**src/rtl/ctr_regfile_pkg.sv**
```systemverilog
// Shared types and helpers for the control register file.
package ctr_regfile_pkg;

    // Default geometry of the control register file
    localparam int DEF_DATA_W   = 16;
    localparam int DEF_NUM_REGS = 8;

    // Response FSM: IDLE has nothing pending, RESP holds a response
    typedef enum logic [0:0] {
        IDLE = 1'b0,
        RESP = 1'b1
    } state_t;

    // LSB position of word idx inside a flattened vector of width-bit words
    function automatic int word_lsb(input int idx, input int width);
        return idx * width;
    endfunction

endpackage

```
**src/rtl/ctr_regfile_word.sv**
```systemverilog
// Single storage word with per-bit masked write and synchronous reset.
module ctr_word #(
    parameter int              DATA_W  = 16,
    parameter logic [DATA_W-1:0] RST_VAL = '0
) (
    input  logic              clk,
    input  logic              rst,
    input  logic              we,
    input  logic [DATA_W-1:0] wdata,
    input  logic [DATA_W-1:0] wmask,
    output logic [DATA_W-1:0] q
);

    logic [DATA_W-1:0] q_reg;

    // Masked update: only bits with wmask = 1 take the new data
    always_ff @(posedge clk) begin
        if (rst) begin
            q_reg <= RST_VAL;
        end else if (we) begin
            q_reg <= (q_reg & ~wmask) | (wdata & wmask);
        end
    end

    assign q = q_reg;

endmodule

```
**src/rtl/ctr_regfile.sv**
```systemverilog
// Control register file: NUM_REGS masked-write words behind a valid/ready
// request/response port, all words driven in parallel on ctr.
// Optional macro CTR_REGFILE_SHADOW_EN: requests address a shadow array and
// ctr follows a live array that copies the whole shadow when commit = 1.
module ctr_regfile
    import ctr_regfile_pkg::*;
#(
    parameter int                DATA_W   = DEF_DATA_W,
    parameter int                NUM_REGS = DEF_NUM_REGS,
    parameter int                ADDR_W   = (NUM_REGS > 1) ? $clog2(NUM_REGS) : 1,
    parameter logic [DATA_W-1:0] RST_VAL  = '0
) (
    input  logic                       clk,
    input  logic                       rst,
    input  logic                       req_valid,
    output logic                       req_ready,
    input  logic                       req_we,
    input  logic [ADDR_W-1:0]          req_addr,
    input  logic [DATA_W-1:0]          req_wdata,
    input  logic [DATA_W-1:0]          req_wmask,
    output logic                       rsp_valid,
    input  logic                       rsp_ready,
    output logic [DATA_W-1:0]          rsp_rdata,
    output logic                       rsp_err,
    output logic [NUM_REGS*DATA_W-1:0] ctr,
    input  logic                       commit
);

    // One extra bit so NUM_REGS itself is representable for the range check
    localparam logic [ADDR_W:0] ADDR_LIMIT = (ADDR_W + 1)'(NUM_REGS);

    state_t            state_reg;
    logic [DATA_W-1:0] rsp_rdata_reg;
    logic              rsp_err_reg;

    logic              accept;
    logic              in_range;
    logic              write_acc;
    logic [NUM_REGS-1:0] wr_en;
    logic [DATA_W-1:0] rd_word;

    // Words addressed by requests (the shadow array when shadowing is on)
    logic [DATA_W-1:0] word_q [NUM_REGS];
    // Words driving the datapath
    logic [DATA_W-1:0] live_q [NUM_REGS];

    assign rsp_valid = (state_reg == RESP);
    assign req_ready = !rsp_valid || rsp_ready;
    assign accept    = req_valid && req_ready;
    assign in_range  = ({1'b0, req_addr} < ADDR_LIMIT);
    assign write_acc = accept && req_we && in_range;

    // Read mux over the addressed words; out-of-range addresses read as zero
    always_comb begin
        rd_word = '0;
        for (int i = 0; i < NUM_REGS; i++) begin
            if (req_addr == ADDR_W'(i)) begin
                rd_word = word_q[i];
            end
        end
    end

    genvar gi;
    generate
        for (gi = 0; gi < NUM_REGS; gi++) begin : g_word
            assign wr_en[gi] = write_acc && (req_addr == ADDR_W'(gi));

            ctr_word #(
                .DATA_W  (DATA_W),
                .RST_VAL (RST_VAL)
            ) u_word (
                .clk   (clk),
                .rst   (rst),
                .we    (wr_en[gi]),
                .wdata (req_wdata),
                .wmask (req_wmask),
                .q     (word_q[gi])
            );

`ifdef CTR_REGFILE_SHADOW_EN
            // Live copy samples the pre-edge shadow, so a same-cycle write waits for the next commit
            ctr_word #(
                .DATA_W  (DATA_W),
                .RST_VAL (RST_VAL)
            ) u_live (
                .clk   (clk),
                .rst   (rst),
                .we    (commit),
                .wdata (word_q[gi]),
                .wmask ({DATA_W{1'b1}}),
                .q     (live_q[gi])
            );
`else
            assign live_q[gi] = word_q[gi];
`endif

            assign ctr[word_lsb(gi, DATA_W) +: DATA_W] = live_q[gi];
        end
    endgenerate

`ifndef CTR_REGFILE_SHADOW_EN
    // commit has no effect without the shadow array
    logic unused_commit;
    assign unused_commit = commit;
`endif

    // Response FSM: a same-cycle consume and accept keeps RESP
    always_ff @(posedge clk) begin
        if (rst) begin
            state_reg <= IDLE;
        end else begin
            case (state_reg)
                IDLE:    if (accept) state_reg <= RESP;
                RESP:    if (rsp_ready && !accept) state_reg <= IDLE;
                default: state_reg <= IDLE;
            endcase
        end
    end

    // Response payload captured at accept and held until consumed
    always_ff @(posedge clk) begin
        if (rst) begin
            rsp_rdata_reg <= '0;
            rsp_err_reg   <= 1'b0;
        end else if (accept) begin
            rsp_rdata_reg <= (!req_we && in_range) ? rd_word : '0;
            rsp_err_reg   <= !in_range;
        end
    end

    assign rsp_rdata = rsp_rdata_reg;
    assign rsp_err   = rsp_err_reg;

endmodule

```
**config.mk**
```make
export PLATFORM = sky130hd
export DESIGN_NAME = ctr_regfile
export DESIGN_NICKNAME = d
export VERILOG_FILES = /design/src/rtl/ctr_regfile_pkg.sv /design/src/rtl/ctr_regfile_word.sv /design/src/rtl/ctr_regfile.sv
export SDC_FILE = /design/constraint.sdc
export NUM_CORES = 1
export LEC_CHECK = 0
export BUFFER_PORTS_ARGS = -buffer_cell sky130_fd_sc_hd__buf_2
export CORE_MARGIN = 10
export CORE_UTILIZATION = 27
export CTS_CLUSTER_SIZE = 30
export DETAILED_ROUTE_END_ITERATION = 8
export PLACE_DENSITY = 0.56
export REMOVE_ABC_BUFFERS = 1
export SLEW_MARGIN = 20
export SYNTH_ARGS = -nofsm -noshare
export SYNTH_HDL_FRONTEND = slang
export SYNTH_SLANG_ARGS = --single-unit
export TNS_END_PERCENT = 5
```
**constraint.sdc**
```tcl
create_clock -name clk -period 1.4 [get_ports clk]
set_input_delay 0.14 -clock clk [delete_from_list [all_inputs] [get_ports clk]]
set_output_delay 0.14 -clock clk [all_outputs]
set_load 0.02 [all_outputs]
```
==> results.py <==
metrics = {
    "power_and_ir_drop": {
        "total_leakage_power_nw": 4.82,
        "power.total_mw": 10.2,
        "power_density_mw_per_mm2": 891,
        "peakVddDrop_mv": 0.802,
    },
    "status": {
        "violations": "negative setup slack",
        "run_status": "finished with violations",
    },
    "synth": {
        "synth_area_per_cell_sq_um": 9.32,
        "synth_warnings": 0,
        "syn-instance-count": 896,
        "synth_edf_count": 0,
        "synth_cell_types": 49,
        "netlist_area_sq_mm": 0.00835,
        "async_flop_share_pct": 0,
        "ys_ff_latch": 145,
        "synth_ff_type": "dfxtp_1",
        "seq_area_frac_synth_pct": 34.8,
    },
    "routing": {
        "drt-met1-wl_microns": 14700,
        "avgViaCountPerCell": 5.21,
        "dr.pass1.iters": 7,
        "dr_wl_met3_microns": 1930,
        "top_layer": "met5",
        "drc": 0,
        "drt-initial-drc-count": 563,
        "routed_wl_microns": 31900,
        "wl_met2_microns": 14700,
        "postRouteAntennaNets": 0,
        "wl_per_cell_microns": 21.0,
        "dr_total_vias": 7921,
    },
    "grt": {
        "grt_pass1_wl_microns": 49200,
        "grt.total_usage_pct": 16.2,
        "antenna_found_initial": 2,
        "grt_max_degree": 79,
        "overflow": 0,
        "grt_pass1_vias": 7985,
    },
    "critical_path": {
        "crit_fanout": 7,
        "worstPathArrival_ns": 1.90,
        "cp_top_family": "buffers and inverters",
        "crit_start": "rsp_valid",
        "end_kind": "flop",
        "reg2reg_from": "rsp_valid",
        "critPathKind": "flop to flop",
        "critical_path_cell_count": 8,
        "critPathRequiredTime_ns": 1.71,
        "max_stage_delay_ns": 0.32,
        "path_buf_inv": 4,
        "critPathSlowestCell": "dfxtp_2",
        "crit_chain": "nor2b_4 > buf_6 > buf_8 > nor4_4 > buf_4 > buf_12 > nand2_1 > mux2i_1",
        "startpoint_type": "flop",
        "worst-r2r-setup-slack_ns": -0.19,
        "reg2reg_depth": 8,
    },
    "job": {
        "maxCapViolations": 0,
    },
    "sta": {
        "timing.final.ws_setup_ns": -0.189,
        "tightest_slew_ns": 0.525,
        "finalHoldViolCount": 0,
        "rsz0062_at_grt": "yes",
        "maxSlewHeadroom_pct": 64.9,
        "min_period_ns": 1.59,
        "finalCritPeriodShare_pct": 114,
        "slew_viol_final": 0,
        "fin_skew_ns": 0.00792,
        "setup-violations-final": 79,
        "max_freq_mhz": 629,
        "finalSetupTns_ns": -7.50,
    },
    "clock_network": {
        "cts_htree_levels": 4,
        "cts_sinks": 145,
        "cts_root_buf": "clkbuf_16",
        "cts_tree": "done",
        "cts.clk_slew.worst_paths_ns": 0.07,
        "clock_latency_ns": 0.43,
        "numCtsBuffers": 17,
        "clock_path_buffers": 2,
    },
    "finish": {
        "final_common_cell": "buf_2",
        "num_antenna_cells": 0,
        "stdcell_count": 1519,
        "postLayoutCellArea_sq_mm": 0.0115,
        "final_cell_mix": "buf_2, dfxtp_1, mux2i_1",
        "area_delta_synth_final_pct": 37.2,
        "num-fill-cells": 3129,
        "fin_nets": 1151,
        "drive_above_1_share_pct": 41.3,
    },
    "placement": {
        "dp_slack_ns": -0.158,
        "portBuffers": 185,
        "dp.cells": 1476,
        "dp_hpwl_microns": 22800,
        "place.gp.congestion": 0.803,
        "place_area_sq_mm": 0.0102,
    },
    "worst_hold_path": {
        "hold_class": "input pin to flop",
        "min_from": "req_wdata[3]",
        "worstHoldPathCells": 3,
    },
    "floorplanning": {
        "num_rows": 64,
        "die-area_sq_mm": 0.0384,
        "dieHeight_microns": 196,
        "die-width_microns": 196,
        "start_util_pct": 27.3,
        "core_sq_mm": 0.0306,
        "io_pins": 188,
    },
}
worst min-delay path, cell delays in order:
cell and delay (ns):
buf_2 0.13, nand4_1 0.07, a21oi_1 0.06
layer usage:
metal | global-route usage (%) | up-vias
li1 | - | 3717
met1 | 21.3 | 3919
met5 | 0 | -
met2 | 25.3 | 251
met4 | 4.69 | 4
met3 | 4.30 | 30
kinds of logic (layout without fill, tap and decap cells):
| kind of cell | count (synthesis) | in the layout | share of synthesized area, % |
|---|---|---|---|
| compound gates | 99 | 99 | 8.39 |
| buf+inv | 109 | 335 | 7.13 |
| flops | 145 | 145 | 34.8 |
| mux | 152 | 152 | 18.9 |
| other cells | 1 | 1 | 0.0449 |
| simple gates | 390 | 391 | 30.8 |
per-stage QoR:
stage                     hold slack (ns)  utilization (%)
after floorplan                     0.209                -
after global placement              0.434             33.5
after detailed placement            0.440             33.5
after CTS                        0.000969             36.8
after global routing               0.0147             37.4
final                              0.0172             37.4
worst max-delay path by stage:
stage                    to  slack (ns)
6_report               flop       -0.19
5_1_grt                flop       -0.26
4_1_cts                flop       -0.18
3_5_place_dp   rsp_rdata[5]       -0.16
3_3_place_gp   rsp_rdata[8]       -0.12
2_1_floorplan          flop       -1.17
report_power, final:
part,switching [mW],internal [mW]
combinational,0.910,0.591
clock,2.00,2.52
sequential,0.0301,4.16
cells in the mapped netlist (all sizes together), types with 27 or more instances:
library cell / instances / share of area (%)
a21oi: 31 / 1.9
buf: 58 / 4.8
clkbuf: 47 / 2.1
dfxtp: 145 / 35
mux2: 27 / 3.6
mux2i: 123 / 15
nand2: 43 / 1.9
nand2b: 96 / 7.2
nand4: 33 / 2.5
nand4b: 32 / 3.4
nor2: 51 / 2.3
nor4: 44 / 4.9
area by class of cell:
cell class	count	area (sq um)	share of cell area [%]
clock buffers	18	439	3.83
clock inverters	14	131	1.15
inverters	4	15.0	0.131
multi-input cells	643	5360	46.8
flip-flops and latches	145	2900	25.4
well taps	396	495	4.33
repair buffers	299	2110	18.4
timing repair:
item,4_1_cts,5_1_grt
hold buffers,2,0
cloned,2,0
pin swaps,18,16
resized for setup,70,39
endpoints found under the setup margin,109,129
endpoints found under the hold margin,2,0
setup buffers,5,2
(Power assumes the default switching activity.)
